## config.mk

```make
export PLATFORM = sky130hd
export DESIGN_NAME = enc_step_ctrl
export DESIGN_NICKNAME = d
export VERILOG_FILES = /design/src/rtl/enc_pkg.sv /design/src/rtl/enc_debounce.sv /design/src/rtl/enc_step_ctrl.sv
export SDC_FILE = /design/constraint.sdc
export NUM_CORES = 1
export LEC_CHECK = 0
export ABC_AREA = 1
export CAP_MARGIN = 30
export CORE_MARGIN = 3
export CORE_UTILIZATION = 37
export DETAILED_ROUTE_END_ITERATION = 8
export SKIP_LAST_GASP = 1
export SYNTH_ARGS = -nofsm -noshare
export SYNTH_HDL_FRONTEND = slang
export SYNTH_HIERARCHICAL = 1
export SYNTH_SLANG_ARGS = --single-unit
```

## constraint.sdc

```tcl
create_clock -name clk -period 2.15 [get_ports clk]
set_clock_uncertainty 0.2 [all_clocks]
set_input_delay 0.43 -clock clk [delete_from_list [all_inputs] [get_ports clk]]
set_output_delay 0.43 -clock clk [all_outputs]
set_load 0.1 [all_outputs]
```

## src/rtl/enc_pkg.sv

```systemverilog
// Shared types and constants for the PmodENC step controller: FSM state
// encoding, hex glyph table and the pure next-state/counter helpers.
package enc_pkg;

   typedef enum logic [2:0] {
      ST_IDLE = 3'd0,
      ST_CW1  = 3'd1,
      ST_CW2  = 3'd2,
      ST_CW3  = 3'd3,
      ST_CCW1 = 3'd4,
      ST_CCW2 = 3'd5,
      ST_CCW3 = 3'd6,
      ST_ERR  = 3'd7
   } enc_state_e;

   localparam logic [6:0] SEG_RESET = 7'h3F;

   // Active-high a..g glyphs, seg[0]=a ... seg[6]=g
   localparam logic [6:0] HEX_SEG [16] = '{
      7'h3F, 7'h06, 7'h5B, 7'h4F, 7'h66, 7'h6D, 7'h7D, 7'h07,
      7'h7F, 7'h6F, 7'h77, 7'h7C, 7'h39, 7'h5E, 7'h79, 7'h71
   };

   function automatic enc_state_e enc_next_state(input enc_state_e st, input logic [1:0] ab);
      enc_state_e nxt;
      nxt = st;
      case (st)
         ST_IDLE: begin
            case (ab)
               2'b01:   nxt = ST_CW1;
               2'b10:   nxt = ST_CCW1;
               2'b11:   nxt = ST_ERR;
               default: nxt = st;
            endcase
         end
         ST_CW1: begin
            case (ab)
               2'b11:   nxt = ST_CW2;
               2'b00:   nxt = ST_IDLE;
               2'b10:   nxt = ST_ERR;
               default: nxt = st;
            endcase
         end
         ST_CW2: begin
            case (ab)
               2'b10:   nxt = ST_CW3;
               2'b01:   nxt = ST_CW1;
               2'b00:   nxt = ST_ERR;
               default: nxt = st;
            endcase
         end
         ST_CW3: begin
            case (ab)
               2'b00:   nxt = ST_IDLE;
               2'b11:   nxt = ST_CW2;
               2'b01:   nxt = ST_ERR;
               default: nxt = st;
            endcase
         end
         ST_CCW1: begin
            case (ab)
               2'b11:   nxt = ST_CCW2;
               2'b00:   nxt = ST_IDLE;
               2'b01:   nxt = ST_ERR;
               default: nxt = st;
            endcase
         end
         ST_CCW2: begin
            case (ab)
               2'b01:   nxt = ST_CCW3;
               2'b10:   nxt = ST_CCW1;
               2'b00:   nxt = ST_ERR;
               default: nxt = st;
            endcase
         end
         ST_CCW3: begin
            case (ab)
               2'b00:   nxt = ST_IDLE;
               2'b11:   nxt = ST_CCW2;
               2'b10:   nxt = ST_ERR;
               default: nxt = st;
            endcase
         end
         ST_ERR: begin
            if (ab == 2'b00) nxt = ST_IDLE;
         end
         default: nxt = ST_IDLE;
      endcase
      return nxt;
   endfunction

   // >= rather than == keeps the counter in range even if max shrinks later
   function automatic logic [3:0] enc_step_count(input logic [3:0] cnt, input logic up,
                                                 input logic sat, input logic [3:0] max);
      logic [3:0] res;
      res = cnt;
      if (up) begin
         if (cnt >= max) res = sat ? max : 4'd0;
         else            res = cnt + 4'd1;
      end else begin
         if (cnt == 4'd0) res = sat ? 4'd0 : max;
         else             res = cnt - 4'd1;
      end
      return res;
   endfunction

endpackage

```

## src/rtl/enc_debounce.sv

```systemverilog
// Two-flop synchronizer followed by a stable-count filter: the output follows
// the synchronized input only after DEBOUNCE_CYCLES consecutive disagreeing cycles.
module enc_debounce #(
   parameter int DEBOUNCE_CYCLES = 1024
) (
   input  logic clk,
   input  logic rst,
   input  logic din_raw,
   output logic dout
);

   localparam int CW = $clog2(DEBOUNCE_CYCLES);
   localparam logic [CW-1:0] CNT_LAST = CW'(DEBOUNCE_CYCLES - 1);
   localparam logic [CW-1:0] CNT_ONE  = CW'(1);

   logic          sync1_q, sync2_q;
   logic          filt_q, filt_d;
   logic [CW-1:0] cnt_q, cnt_d;

   always_comb begin
      cnt_d  = '0;
      filt_d = filt_q;
      if (sync2_q != filt_q) begin
         if (cnt_q == CNT_LAST) filt_d = sync2_q;
         else                   cnt_d  = cnt_q + CNT_ONE;
      end
   end

   always_ff @(posedge clk or posedge rst) begin
      if (rst) begin
         sync1_q <= 1'b0;
         sync2_q <= 1'b0;
         filt_q  <= 1'b0;
         cnt_q   <= '0;
      end else begin
         sync1_q <= din_raw;
         sync2_q <= sync1_q;
         filt_q  <= filt_d;
         cnt_q   <= cnt_d;
      end
   end

   assign dout = filt_q;

endmodule

```

## src/rtl/enc_step_ctrl.sv

```systemverilog
// PmodENC step controller: debounced quadrature FSM, 4-bit step counter,
// button clear and hex display. Optional macro ENC_ERR_LED_EN routes a sticky
// quadrature-error flag to led instead of dir.
//
// state   | meaning
// IDLE    | detent position, A=B=0
// CW1..3  | partway through a clockwise detent (01, 11, 10)
// CCW1..3 | partway through a counter-clockwise detent (10, 11, 01)
// ERR     | illegal jump seen, waiting for 00 before accepting detents again
module enc_step_ctrl
   import enc_pkg::*;
#(
   parameter int         DEBOUNCE_CYCLES = 1024,
   parameter logic [3:0] COUNT_MAX       = 4'd15
) (
   input  logic       clk,
   input  logic       rst,
   input  logic       enc_a,
   input  logic       enc_b,
   input  logic       enc_btn,
   input  logic       enc_sw,
   output logic [3:0] count,
   output logic       step_pulse,
   output logic       dir,
   output logic [6:0] seg,
   output logic       led
);

   logic a_f, b_f, btn_f, sw_f;

   enc_debounce #(.DEBOUNCE_CYCLES(DEBOUNCE_CYCLES)) u_db_a (
      .clk(clk), .rst(rst), .din_raw(enc_a), .dout(a_f)
   );
   enc_debounce #(.DEBOUNCE_CYCLES(DEBOUNCE_CYCLES)) u_db_b (
      .clk(clk), .rst(rst), .din_raw(enc_b), .dout(b_f)
   );
   enc_debounce #(.DEBOUNCE_CYCLES(DEBOUNCE_CYCLES)) u_db_btn (
      .clk(clk), .rst(rst), .din_raw(enc_btn), .dout(btn_f)
   );
   enc_debounce #(.DEBOUNCE_CYCLES(DEBOUNCE_CYCLES)) u_db_sw (
      .clk(clk), .rst(rst), .din_raw(enc_sw), .dout(sw_f)
   );

   enc_state_e state_q, state_d;
   logic [3:0] count_q;
   logic       step_pulse_q;
   logic       dir_q;
   logic [6:0] seg_q;
   logic       btn_prev_q;
   logic       clear_d;
   logic       step_cw_d, step_ccw_d, step_d;

   assign state_d    = enc_next_state(state_q, {a_f, b_f});
   assign clear_d    = btn_f & ~btn_prev_q;
   assign step_cw_d  = (state_q == ST_CW3)  && (state_d == ST_IDLE);
   assign step_ccw_d = (state_q == ST_CCW3) && (state_d == ST_IDLE);
   assign step_d     = step_cw_d | step_ccw_d;

   // Clear overrides the count update but not the strobe or direction
   always_ff @(posedge clk or posedge rst) begin
      if (rst) begin
         state_q      <= ST_IDLE;
         count_q      <= 4'd0;
         step_pulse_q <= 1'b0;
         dir_q        <= 1'b0;
         seg_q        <= SEG_RESET;
         btn_prev_q   <= 1'b0;
      end else begin
         state_q      <= state_d;
         btn_prev_q   <= btn_f;
         step_pulse_q <= step_d;
         seg_q        <= HEX_SEG[count_q];
         if (step_d) dir_q <= step_cw_d;
         if (clear_d)     count_q <= 4'd0;
         else if (step_d) count_q <= enc_step_count(count_q, step_cw_d, sw_f, COUNT_MAX);
      end
   end

`ifdef ENC_ERR_LED_EN
   logic err_flag_q;

   // A fresh error entry outranks a simultaneous clear so it is never lost
   always_ff @(posedge clk or posedge rst) begin
      if (rst) begin
         err_flag_q <= 1'b0;
      end else if ((state_d == ST_ERR) && (state_q != ST_ERR)) begin
         err_flag_q <= 1'b1;
      end else if (clear_d) begin
         err_flag_q <= 1'b0;
      end
   end

   assign led = err_flag_q;
`else
   assign led = dir_q;
`endif

   assign count      = count_q;
   assign step_pulse = step_pulse_q;
   assign dir        = dir_q;
   assign seg        = seg_q;

endmodule
```

==> run_results.csv <==
group,metric,value,unit
die,die_y,109,µm
sta,hold_viol,0,
setup_path,startpoint_type,"flop",
flow_run,maxCapViolations,0,
clocking,path_clk_slew,70,ps
sta,min_period_over_period,90.3,%
global_route,grt_pass1_vias,2807,
global_route,track_usage,13.2,%
clocking,cts-resized-gates,0,
status,status,"complete, no violations",
die,start_util,39.0,%
synth,ys_async_sr_fraction,100,%
layout,final_cell_mix,"nand2_1 (115), dfrtp_1 (59), nor2_1 (58)",
global_route,antenna_found_initial,0,
layout,final_common_cell,"nand2_1",
drt,drc,0,
die,ios,20,
setup_path,endpoint_kind,"flop",
synth,yosysUniqueCellTypes,40,
synth,ys.warnings.count,6,
drt,wl,7090,µm
sta,worstMarginPinSlew,515,ps
setup_path,required,2230,ps
setup_path,crit_type,"reg -> reg",
synth,ys_ff_latch,69,
synth,syn_avg_cell_area,8.47,µm²
drt,antenna_left,0,
sta,finalSetupViolations,0,
clocking,cts_tree,"done",
die,die-area,0.0119,mm²
global_route,grt_pass1_wl,12500,µm
sta,fin_hold_ws,158,ps
layout,syn2layout_area_growth,17.1,%
drt,wire_per_inst,11.3,µm
sta,period_needed,1940,ps
clocking,clk_latency,350,ps
sta,slew_headroom,65.6,%
sta,maxSlewViolCount,0,
synth,yosys.area.top_type,"dfrtp_1",
power_and_ir_drop,power.density,568,mW/mm²
synth,synth_top_area_share,40.2,%
drt,drtIter0Drc,140,
worst_hold_path,hp-class,"reg -> reg",
setup_path,crit_fanout,8,
synth,synth_cells,463,
die,chipWidth,109,µm
synth,synth_edf_count,0,
global_route,gr-total-overflow,0,
layout,final_nets,508,
clocking,cts-root-buf,"clkbuf_8",
sta,fmax,0.515,GHz
clocking,postCtsHoldBufs,0,
setup_path,cp.arrival,2020,ps
synth,synth_flop_cell,"dfrtp_1",
synth,syn_nets,481,
clocking,htreeDepth,3,
clocking,clk_path_buf_depth,2,
power_and_ir_drop,leakagePower,2.20,nW
synth,seq_area_frac_synth,44.2,%
die,coreArea,0.0100,mm²
layout,n_antenna_cell,0,
synth,synth_area_leaders,"dfrtp_1 (40%), nand2_1 (11%), nor2_1 (5.6%), inv_1 (5.2%), dfstp_2 (4.0%)",
drt,routed_via_density,4.67,
drt,first_pass_iters,6,
clocking,numClockSinks,69,
clocking,cts_setup_buffers,0,
die,row_count,36,
synth,synth_area,0.00392,mm²
drt,vias,2931,
sta,rsz0062_at_grt,"no",
power_and_ir_drop,peakVddDrop,0.241,mV
setup_path,regToRegSetupSlack,210,ps
place,hpwlAfterDp,5200,µm
layout,drive_gt1_share,20.8,%
layout,nFillCells,927,
sta,tns,0,ps
global_route,grt_max_degree,18,
place,portBuffers,19,
clocking,numCtsBuffers,9,
place,place_congestion,0.884,
-- flip-flops by register name, summed over array words and instances, names as in the netlist, 3 cells and up --
name	count
u_db_a/cnt_q	10
u_db_b/cnt_q	10
u_db_btn/cnt_q	10
u_db_sw/cnt_q	10
seg	7
count	4
state_q	3
-- cell families (layout without fill, tap and decap cells) --
logic type	Yosys count	count (layout)	synth area share [%]
AOI/OAI and AO/OA	39	39	6.19
xor gates and xnor gates	13	13	3.67
adders and majority gates	12	12	3.83
buffers and inverters	68	100	7.15
DFF	69	69	44.2
and+or+nand+nor	262	262	34.9
-- final cells by class --
class                   count  area [µm²]  share of cell area [%]
inverters                  62         234                    5.10
repair buffers             22         328                    7.14
well taps                 133         166                    3.62
multi-input cells         326        1910                    41.5
clock inverters             4        72.6                    1.58
clock buffers              12         145                    3.16
flip-flops and latches     69        1740                    37.9
-- metrics by stage --
stage               cell area [µm²]  utilization [%]  power (mW)  worst slack, ps  std cells
floorplan                      3930                -        1.43             43.1        463
global placement               4370             43.5        1.47              309        612
detailed placement             4370             43.5        1.47              228        612
CTS                            4590             45.7        2.65              192        628
global route                   4590             45.7        2.72             21.7        628
finish                         4590             45.7        2.61              209        628
-- path summary, 6_finish.rpt --
path                                 from             end  depth (start not counted)
min reg2reg                u_db_a/sync1_q  u_db_a/sync2_q                          0
min in group asynchronous             rst      btn_prev_q                          3
max reg2reg                   u_db_b/dout        count[0]                         10
min                        u_db_a/sync1_q  u_db_a/sync2_q                          0
max                           u_db_b/dout        count[0]                         10
max in group asynchronous             rst     u_db_a/dout                          2
-- cells in the mapped netlist, types with 2 or more instances --
cell type,n
o21ai_0,14
a21oi_1,3
a21oi_2,4
buf_6,2
nor2_4,14
nand3_1,28
dfstp_2,6
nor2_1,58
o21bai_1,4
o21ai_1,5
ha_1,12
nand2_4,4
nand3_2,4
a31oi_1,4
nor3_2,4
dfrtp_1,63
xor2_2,4
inv_1,54
nor3_1,2
xnor2_1,4
inv_2,7
nand3b_1,4
buf_4,2
xor2_1,5
nand4_1,8
nand2_2,13
nand2_1,115
nand3b_4,4
-- where the power goes --
part	switching, mW	internal (mW)	leakage (nW)
Sequential	0.0203	1.32	0.908
Combinational	0.0641	0.0325	1.19
Clock	0.484	0.684	0.107
Total	0.568	2.04	2.20
-- worst max-delay path, cell delays in order (launching register included) --
cell,delay (ps)
dfrtp_1,540
inv_2,130
nand2_1,140
nand3_1,90
nand3_1,90
nand2_1,70
nand2_2,120
nand4_4,180
nor2_4,160
nand3_1,90
nand2_1,70
-- per-layer routing --
metal	vias to the layer above	share of wire [%]	GRT usage, %
met3	12	3.7	2.66
met5	-	0	0
met2	60	46	20.9
li1	1517	-	-
met1	1342	49	17.6
met4	0	1.8	5.32
No activity file was read; power rests on OpenSTA's default activity.
